$ cat config.mk
export PLATFORM = sky130hd
export DESIGN_NAME = lcd_timing_gen
export DESIGN_NICKNAME = d
export VERILOG_FILES = /design/src/rtl/lcd_timing_gen.sv
export SDC_FILE = /design/constraint.sdc
export NUM_CORES = 1
export LEC_CHECK = 0
export CAP_MARGIN = 20
export CORE_MARGIN = 2
export CORE_UTILIZATION = 50
export CTS_CLUSTER_DIAMETER = 40
export DETAILED_ROUTE_END_ITERATION = 7
export GPL_ROUTABILITY_DRIVEN = 0
export PLACE_DENSITY = 0.8
export SLEW_MARGIN = 15
export SYNTH_ARGS = -nofsm -noshare
export SYNTH_HDL_FRONTEND = slang
export SYNTH_SLANG_ARGS = --single-unit
$ cat constraint.sdc
create_clock -name iCLK -period 4.55 [get_ports iCLK]
set_input_delay 1.1375 -clock iCLK [delete_from_list [all_inputs] [get_ports iCLK]]
set_output_delay 1.1375 -clock iCLK [all_outputs]
set_load 0.02 [all_outputs]
$ cat src/rtl/lcd_timing_gen.sv
// lcd_timing_gen: raster timing generator with sync, data-enable, pixel coordinates and line/frame strobes
// Ports: iCLK pixel clock, iRST sync active-high reset, iEN raster advance enable,
//        x_cnt/y_cnt raster position, o_hs/o_vs syncs, o_de data enable,
//        o_px/o_py active pixel coordinates, o_line_start/o_frame_start/o_frame_end strobes
module lcd_timing_gen #(
   parameter int XW       = 11,
   parameter int YW       = 10,
   parameter int H_SYNC   = 1,
   parameter int H_BACK   = 45,
   parameter int H_ACTIVE = 800,
   parameter int H_FRONT  = 210,
   parameter int V_SYNC   = 1,
   parameter int V_BACK   = 22,
   parameter int V_ACTIVE = 480,
   parameter int V_FRONT  = 22,
   parameter bit HS_POL   = 1'b0,
   parameter bit VS_POL   = 1'b0
) (
   input  logic          iCLK,
   input  logic          iRST,
   input  logic          iEN,
   output logic [XW-1:0] x_cnt,
   output logic [YW-1:0] y_cnt,
   output logic          o_hs,
   output logic          o_vs,
   output logic          o_de,
   output logic [XW-1:0] o_px,
   output logic [YW-1:0] o_py,
   output logic          o_line_start,
   output logic          o_frame_start,
   output logic          o_frame_end
);
   localparam int H_TOTAL = H_SYNC + H_BACK + H_ACTIVE + H_FRONT;
   localparam int V_TOTAL = V_SYNC + V_BACK + V_ACTIVE + V_FRONT;
   localparam logic [XW-1:0] H_LAST = XW'(H_TOTAL - 1);
   localparam logic [YW-1:0] V_LAST = YW'(V_TOTAL - 1);
   localparam logic [XW-1:0] HS_END = XW'(H_SYNC);
   localparam logic [YW-1:0] VS_END = YW'(V_SYNC);
   localparam logic [XW-1:0] HA0 = XW'(H_SYNC + H_BACK);
   localparam logic [XW-1:0] HA1 = XW'(H_SYNC + H_BACK + H_ACTIVE);
   localparam logic [YW-1:0] VA0 = YW'(V_SYNC + V_BACK);
   localparam logic [YW-1:0] VA1 = YW'(V_SYNC + V_BACK + V_ACTIVE);
   if (longint'(H_TOTAL) > (longint'(1) << XW) || longint'(V_TOTAL) > (longint'(1) << YW)) begin : g_size_err
      $error("lcd_timing_gen: H_TOTAL/V_TOTAL do not fit in XW/YW");
   end
   logic          run_q;
   logic [XW-1:0] x_q, x_d, px_q, px_d;
   logic [YW-1:0] y_q, y_d, py_q, py_d;
   logic          hs_q, hs_d, vs_q, vs_d, de_q, de_d;
   logic          ls_q, ls_d, fs_q, fs_d, fe_q, fe_d;
   logic          adv, x_wrap;
   // run_q is clear only on the first cycle after reset, which holds (0,0) and announces it
   always_comb begin
      adv    = iEN & run_q;
      x_wrap = x_q == H_LAST;
      x_d    = adv ? (x_wrap ? '0 : x_q + 1'b1) : x_q;
      y_d    = (adv & x_wrap) ? ((y_q == V_LAST) ? '0 : y_q + 1'b1) : y_q;
      hs_d   = (x_d < HS_END) ? HS_POL : ~HS_POL;
      vs_d   = (y_d < VS_END) ? VS_POL : ~VS_POL;
      de_d   = (x_d >= HA0) && (x_d < HA1) && (y_d >= VA0) && (y_d < VA1);
      px_d   = de_d ? x_d - HA0 : '0;
      py_d   = de_d ? y_d - VA0 : '0;
      ls_d   = ~run_q | (adv & (x_d == '0));
      fs_d   = ~run_q | (adv & (x_d == '0) & (y_d == '0));
      fe_d   = adv & (x_d == H_LAST) & (y_d == V_LAST);
   end
   always_ff @(posedge iCLK) begin
      if (iRST) begin
         run_q <= 1'b0;
         x_q   <= '0;
         y_q   <= '0;
         hs_q  <= HS_POL;
         vs_q  <= VS_POL;
         de_q  <= 1'b0;
         px_q  <= '0;
         py_q  <= '0;
         ls_q  <= 1'b0;
         fs_q  <= 1'b0;
         fe_q  <= 1'b0;
      end else begin
         run_q <= 1'b1;
         x_q   <= x_d;
         y_q   <= y_d;
         hs_q  <= hs_d;
         vs_q  <= vs_d;
         de_q  <= de_d;
         px_q  <= px_d;
         py_q  <= py_d;
         ls_q  <= ls_d;
         fs_q  <= fs_d;
         fe_q  <= fe_d;
      end
   end
   assign x_cnt         = x_q;
   assign y_cnt         = y_q;
   assign o_hs          = hs_q;
   assign o_vs          = vs_q;
   assign o_de          = de_q;
   assign o_px          = px_q;
   assign o_py          = py_q;
   assign o_line_start  = ls_q;
   assign o_frame_start = fs_q;
   assign o_frame_end   = fe_q;
endmodule

=== Yosys cells after proc, flatten, opt, wreduce, memory -nomap -nowiden ===
Cells that the tools add are included.

* Logic and storage cells: 48
* Latch bits: 0
* Output and inout port bits: 48
* Input bits: 3
* Memories kept: 0
* RAM bits: 0
* Bits in read-only memories: 0
* Register bits after elaboration: 49

* Bitwise gates (word level): 10
* Multiplexer cells: 7
* $mul: 0
* Order comparisons: 6
* Add/sub/neg operators: 4
* Shifts and indexed selects: 0
* Eq/ne operators: 4
* Divide/modulo/power cells: 0
* Reduce and logical (&&, ||, !) cells: 6

{| class="wikitable"
|+ Operators by type and width
! kind !! number
|-
| $eq A11 B11 Y1 const B || 2
|-
| $mux W11 || 2
|-
| $eq A10 B10 Y1 const B || 2
|-
| $mux W10 || 2
|-
| $add A11 B1 Y11 const B || 1
|-
| $ge A11 B6 Y1 const B || 1
|-
| $logic_not A11 Y1 || 1
|-
| $lt A11 B1 Y1 const B || 1
|-
| $lt A11 B10 Y1 const B || 1
|-
| $sub A11 B6 Y11 const B || 1
|-
| $add A10 B1 Y10 const B || 1
|-
| $ge A10 B5 Y1 const B || 1
|-
| $logic_not A10 Y1 || 1
|-
| $lt A10 B1 Y1 const B || 1
|-
| $lt A10 B9 Y1 const B || 1
|-
| $sub A10 B5 Y10 const B || 1
|-
| $and A1 B1 Y1 || 6
|-
| $logic_and A1 B1 Y1 || 3
|-
| $mux W1 || 3
|-
| $not A1 Y1 || 2
|-
| $or A1 B1 Y1 || 2
|-
| $reduce_or A2 Y1 || 1
|}

=== Logic depth before layout (Yosys ltp) ===
Gate-level depths: netlist of run 1.

* Depth after elaboration: 9
* Mapped depth: 13
* Gate-level depth less buffers: 12

=== Worst setup path after synthesis of run 1 ===
Ideal clock, no wire load.

* Path kind: input to register
* From: in iEN
* To: reg px_q[1], in the netlist o_px[1]
* Arrival time: 3.356 ns
* Cell stages on the path: 12
* Path slack: 1.066 ns
* Library setup time: 0.128 ns
* Required time: 4.422 ns
* Path buffers: 2
* Cells stage by stage: buf_2 -> nand2_1 -> o41ai_1 -> o21ai_1 -> ha_1 -> nand2_1 -> mux2i_1 -> o21ai_0 -> a311oi_1 -> o211ai_2 -> buf_2 -> nor2_1

* Word-level cells in the longest chain between the ends: 8
* Elaborated cells on any way between the ends: 14
* Those cells by class: add/sub: 1; order compare: 4; mux: 2; bitwise: 3; reduce/logical: 4

{| class="wikitable"
|+ RTL lines
! what !! RTL line !! text
|-
| start: declaration || 21 || <nowiki>input logic iEN,</nowiki>
|-
| $and A1 B1 Y1 (*) || 54 || <nowiki>adv = iEN & run_q;</nowiki>
|-
| $and A1 B1 Y1 (*) || 57 || <nowiki>y_d = (adv & x_wrap) ? ((y_q == V_LAST) ? '0 : y_q + 1'b1) : y_q;</nowiki>
|-
| $mux W10 (*) || 57 ||
|-
| net y_d[0] || 48 || <nowiki>logic [YW-1:0] y_q, y_d, py_q, py_d;</nowiki>
|-
| $ge A10 B5 Y1 || 60 || <nowiki>de_d = (x_d >= HA0) && (x_d < HA1) && (y_d >= VA0) && (y_d < VA1);</nowiki>
|-
| $logic_and A1 B1 Y1 || 60 ||
|-
| $logic_and A1 B1 Y1 (*) || 60 ||
|-
| $not A1 Y1 (no line) (*) || - ||
|-
| $reduce_or A2 Y1 (no line) (*) || - ||
|-
| end signal: assignment || 87 || <nowiki>px_q <= px_d;</nowiki>
|-
| end: declaration || 47 || <nowiki>logic [XW-1:0] x_q, x_d, px_q, px_d;</nowiki>
|}

Mark *: on every way through the listed nets, which the timed path passes. The rest lies on a longest branch.
A chain may end at the register's enable or synchronous reset.

=== Worst setup path after layout of run 1 ===
* From: in iEN
* To: reg py_q[3], in the netlist o_py[3]

* Word-level cells in the longest chain between the ends: 8
* Elaborated cells on any way between the ends: 14
* Those cells by class: add/sub: 1; order compare: 4; mux: 2; bitwise: 3; reduce/logical: 4

{| class="wikitable"
|+ RTL lines
! what !! RTL line !! text
|-
| $and A1 B1 Y1 (*) || 54 ||
|-
| $and A1 B1 Y1 (*) || 57 ||
|-
| $mux W10 (*) || 57 ||
|-
| net y_d[1] || 48 ||
|-
| $ge A10 B5 Y1 || 60 ||
|-
| $logic_and A1 B1 Y1 (2 in series) || 60 ||
|-
| $not A1 Y1 (no line) || - ||
|-
| $reduce_or A2 Y1 (no line) || - ||
|-
| end signal: assignment || 88 || <nowiki>py_q <= py_d;</nowiki>
|-
| end: declaration || 48 ||
|}

Marks and branches as above.

==> run_results.csv, run 1 <==
group,metric,value,unit
place,place_area,3250,um2
cts,ctsResizeCount,0,
global_routing,antenna_found_initial,0,
setup_path,reg2reg_depth,12,
cts,cts.htree.levels,2,
setup_path,rrSetupSlack,1.06,ns
die,core-area,5170,um2
die,die_h,77.5,um
run,maxCapViolations,0,
global_routing,grt_pass1_vias,2518,
timing,worst_slew_pin_slew,0.693,ns
die,rows,26,
detailed_routing,ant_nets,0,
hold_path,holdCritPathClass,"flip-flop to flip-flop",
global_routing,grt_first_pass_wirelength,11900,um
timing,fin_skew,0.0158,ns
cts,clkLatencyLatePin,0.31,ns
hold_path,hold_path_end,"o_frame_start$_SDFF_PP0_",
synth,seq_area_frac_synth,36.3,%
timing,clock.fmax,0.239,GHz
timing,final-max-slew-violation-count,0,
final_layout,final_cell_area,3340,um2
timing,rsz0062_at_grt,"false",
place,hpwl,5390,um
timing,min_period,4.18,ns
outcome,status,"finished, final reports clean",
setup_path,rr_startpoint,"x_cnt[0]$_SDFF_PP0_",
cts,cts_hold_buf,0,
timing,hold_viol_final,0,
detailed_routing,drc,0,
hold_path,hold_start,"run_q$_DFF_P_",
synth,synth_seq_cells,49,
final_layout,nets,379,
setup_path,cp-start-kind,"input port",
cts,path_clk_slew,0.10,ns
synth,syn_nets,333,
cts,cts_setup_buffers,0,
die,dieWidth,77.5,um
global_routing,overflow,0,
power_and_ir_drop,leakage,0.00124,uW
setup_path,cp_slowest_cell,"clkdlybuf4s50_1",
detailed_routing,via_per_inst,5.81,
setup_path,critPathArrivalTime,4.41,ns
setup_path,cp-end-kind,"flip-flop",
synth,synth_ff_type,"dfxtp_1",
detailed_routing,dr_total_vias,2546,
global_routing,track_usage,24.9,%
detailed_routing,dr.first_iter.drc_count,225,
die,start_util,52.2,%
power_and_ir_drop,ir_drop,152,uV
timing,final-setup-viol-count,0,
synth,ys_warn_count,0,
final_layout,antenna_cells,0,
synth,synthArstFlopShare,0,%
cts,cts_buffers,5,
synth,syn_avg_cell_area,8.41,um2
place,portBuffers,50,
synth,yosysUniqueCellTypes,57,
final_layout,syn_to_final_growth,23.7,%
die,dieArea,6000,um2
final_layout,drive_gt1_share,7.61,%
setup_path,path_cells,"clkdlybuf4s50_1 -> nand2_1 -> nor4_4 -> a31o_2 -> ha_1 -> nand2_1 -> mux2i_1 -> o21ai_0 -> a311oi_1 -> o211ai_2 -> buf_4 -> a311oi_1",
timing,period_share,91.8,%
cts,cts_tree,"yes",
timing,maxSlewHeadroom,53.5,%
die,ios,51,
cts,numClockSinks,49,
synth,syn_inst,321,
cts,cts.path.max_buffers,2,
global_routing,grt_max_degree,21,
cts,cts-root-buf,"clkbuf_8",
timing,tns,0,ns
detailed_routing,wire_per_inst,16.3,um
setup_path,slowest_delay,0.63,ns
setup_path,crit_type,"input port to flip-flop",
hold_path,whs_path_depth,1,
setup_path,worstPathRequired,4.78,ns
setup_path,crit_fanout,20,
detailed_routing,firstDrtPassIters,4,
power_and_ir_drop,p_per_area,221,nW/um2
detailed_routing,routed_wl,7120,um
synth,synth_area,2700,um2
synth,synth_edf_count,0,
setup_path,reg2reg_to,"o_py[3]$_SDFF_PP0_",
stage by stage:
step                      total power, uW  utilization, %  worst slack [ns]  hold WS [ns]  std cells
after floorplan                       463               -              1.07         0.604        321
after global routing                  765            64.6             0.234         0.667        438
after detailed placement              476            62.7             0.147         0.595        430
after CTS                             743            64.6             0.440         0.621        438
after global placement                475            62.7             0.438         0.574        430
final                                 739            64.6             0.371         0.629        438
worst max-delay path: cells and delay by family:
family,cells,cell delay (ns)
adders and majority gates,1,0.21
AOI/OAI and AO/OA,5,1.24
buffers and inverters,2,0.86
and+or+nand+nor,3,0.82
muxes,1,0.14
state kept, by name, indices dropped and copies added (netlist names), 10 cells and up:
register  cells
o_px         11
x_cnt        11
o_py         10
y_cnt        10
layer usage:
layer / share of wire, % / vias to the layer above / track usage (%)
met5: 0 / - / 0
met1: 41 / 1184 / 29.2
met2: 49 / 96 / 42.3
met3: 4.9 / 28 / 4.88
met4: 5.4 / 0 / 14.3
li1: - / 1238 / -
synth_stat cells, types with 3 or more instances:
master    number  area, um2
a311oi_1       4       35.0
mux2i_1        3       30.0
clkbuf_1      10       37.5
and4_1         3       26.3
a41oi_1        3       26.3
and2_1         6       37.5
ha_1           9        113
or3_1          3       18.8
nand3_1        8       40.0
xor2_1        11       96.3
nor3_1         8       40.0
o21ai_0       13       65.1
nand2b_1       3       18.8
a31oi_1        5       31.3
buf_6          3       33.8
and3_1        10       62.6
nor2_1        49        184
dfxtp_1       49        981
inv_1         16       60.1
a31o_2         3       26.3
a21oi_1        9       45.0
buf_2          6       30.0
xnor2_1       15        131
nor4_1         3       18.8
o211ai_1       3       22.5
nand4_1       14       87.6
nand2_1       17       63.8
how the worst max path moves through the flow:
stage | start | endpoint | slack [ns] | cells past startpoint
detailed placement | iEN | o_py[3]$_SDFF_PP0_ | 0.15 | 12
global route | iEN | o_py[3]$_SDFF_PP0_ | 0.23 | 12
finish | iEN | o_py[3]$_SDFF_PP0_ | 0.37 | 12
CTS | iEN | o_py[3]$_SDFF_PP0_ | 0.44 | 12
global placement | iEN | o_py[3]$_SDFF_PP0_ | 0.44 | 12
floorplan | iEN | o_px[1]$_SDFF_PP0_ | 1.07 | 12
layout make-up:
| cell class | instances | area, um2 |
|---|---|---|
| clock buffers | 5 | 68.8 |
| repair buffers | 58 | 561 |
| clock inverters | 3 | 25.0 |
| multi-input cells | 237 | 1560 |
| fillers | 456 | 1830 |
| well taps | 70 | 87.6 |
| inverters | 16 | 60.1 |
| flip-flops and latches | 49 | 981 |
power by group:
part / switching, uW / internal [uW]
Combinational: 18.0 / 12.2
Clock: 160 / 112
Sequential: 3.94 / 432
kinds of logic (layout without fill, tap and decap cells):
| group | Yosys count | in the layout | synth area share [%] |
|---|---|---|---|
| muxes | 3 | 3 | 1.11 |
| and+or+nand+nor | 139 | 139 | 27.9 |
| DFF | 49 | 49 | 36.3 |
| buffers and inverters | 35 | 82 | 5.98 |
| xor gates and xnor gates | 26 | 26 | 8.44 |
| adders and majority gates | 9 | 9 | 4.17 |
| AOI/OAI and AO/OA | 60 | 60 | 16.1 |
placed cells by master (no fill, tap or decap), types with 4 or more instances in the layout:
master / instances
dfxtp_1: 49
nand4_1: 14
clkdlybuf4s50_1: 50
nor3_1: 8
a311oi_1: 4
and3_1: 10
nor2_1: 49
inv_1: 16
nand2_1: 17
buf_4: 8
xnor2_1: 15
clkbuf_8: 5
ha_1: 9
o21ai_0: 13
a21oi_1: 9
and2_1: 6
xor2_1: 11
nand3_1: 8
a31oi_1: 5
Power figures use the tool's default switching activity.
==> inputs of run 2 (changes only) <==
==> constraint.sdc (replaced) <==
create_clock -name iCLK -period 4.55 [get_ports iCLK]
set_input_delay 1.1375 -clock iCLK [delete_from_list [all_inputs] [get_ports iCLK]]
set_output_delay 1.1375 -clock iCLK [all_outputs]
set_load 0.005 [all_outputs]
==> results of run 2 <==
The final DEF is identical to that of run 1. Status: finished, final reports clean.
Among the figures that moved: total power 739 uW -> 735 uW
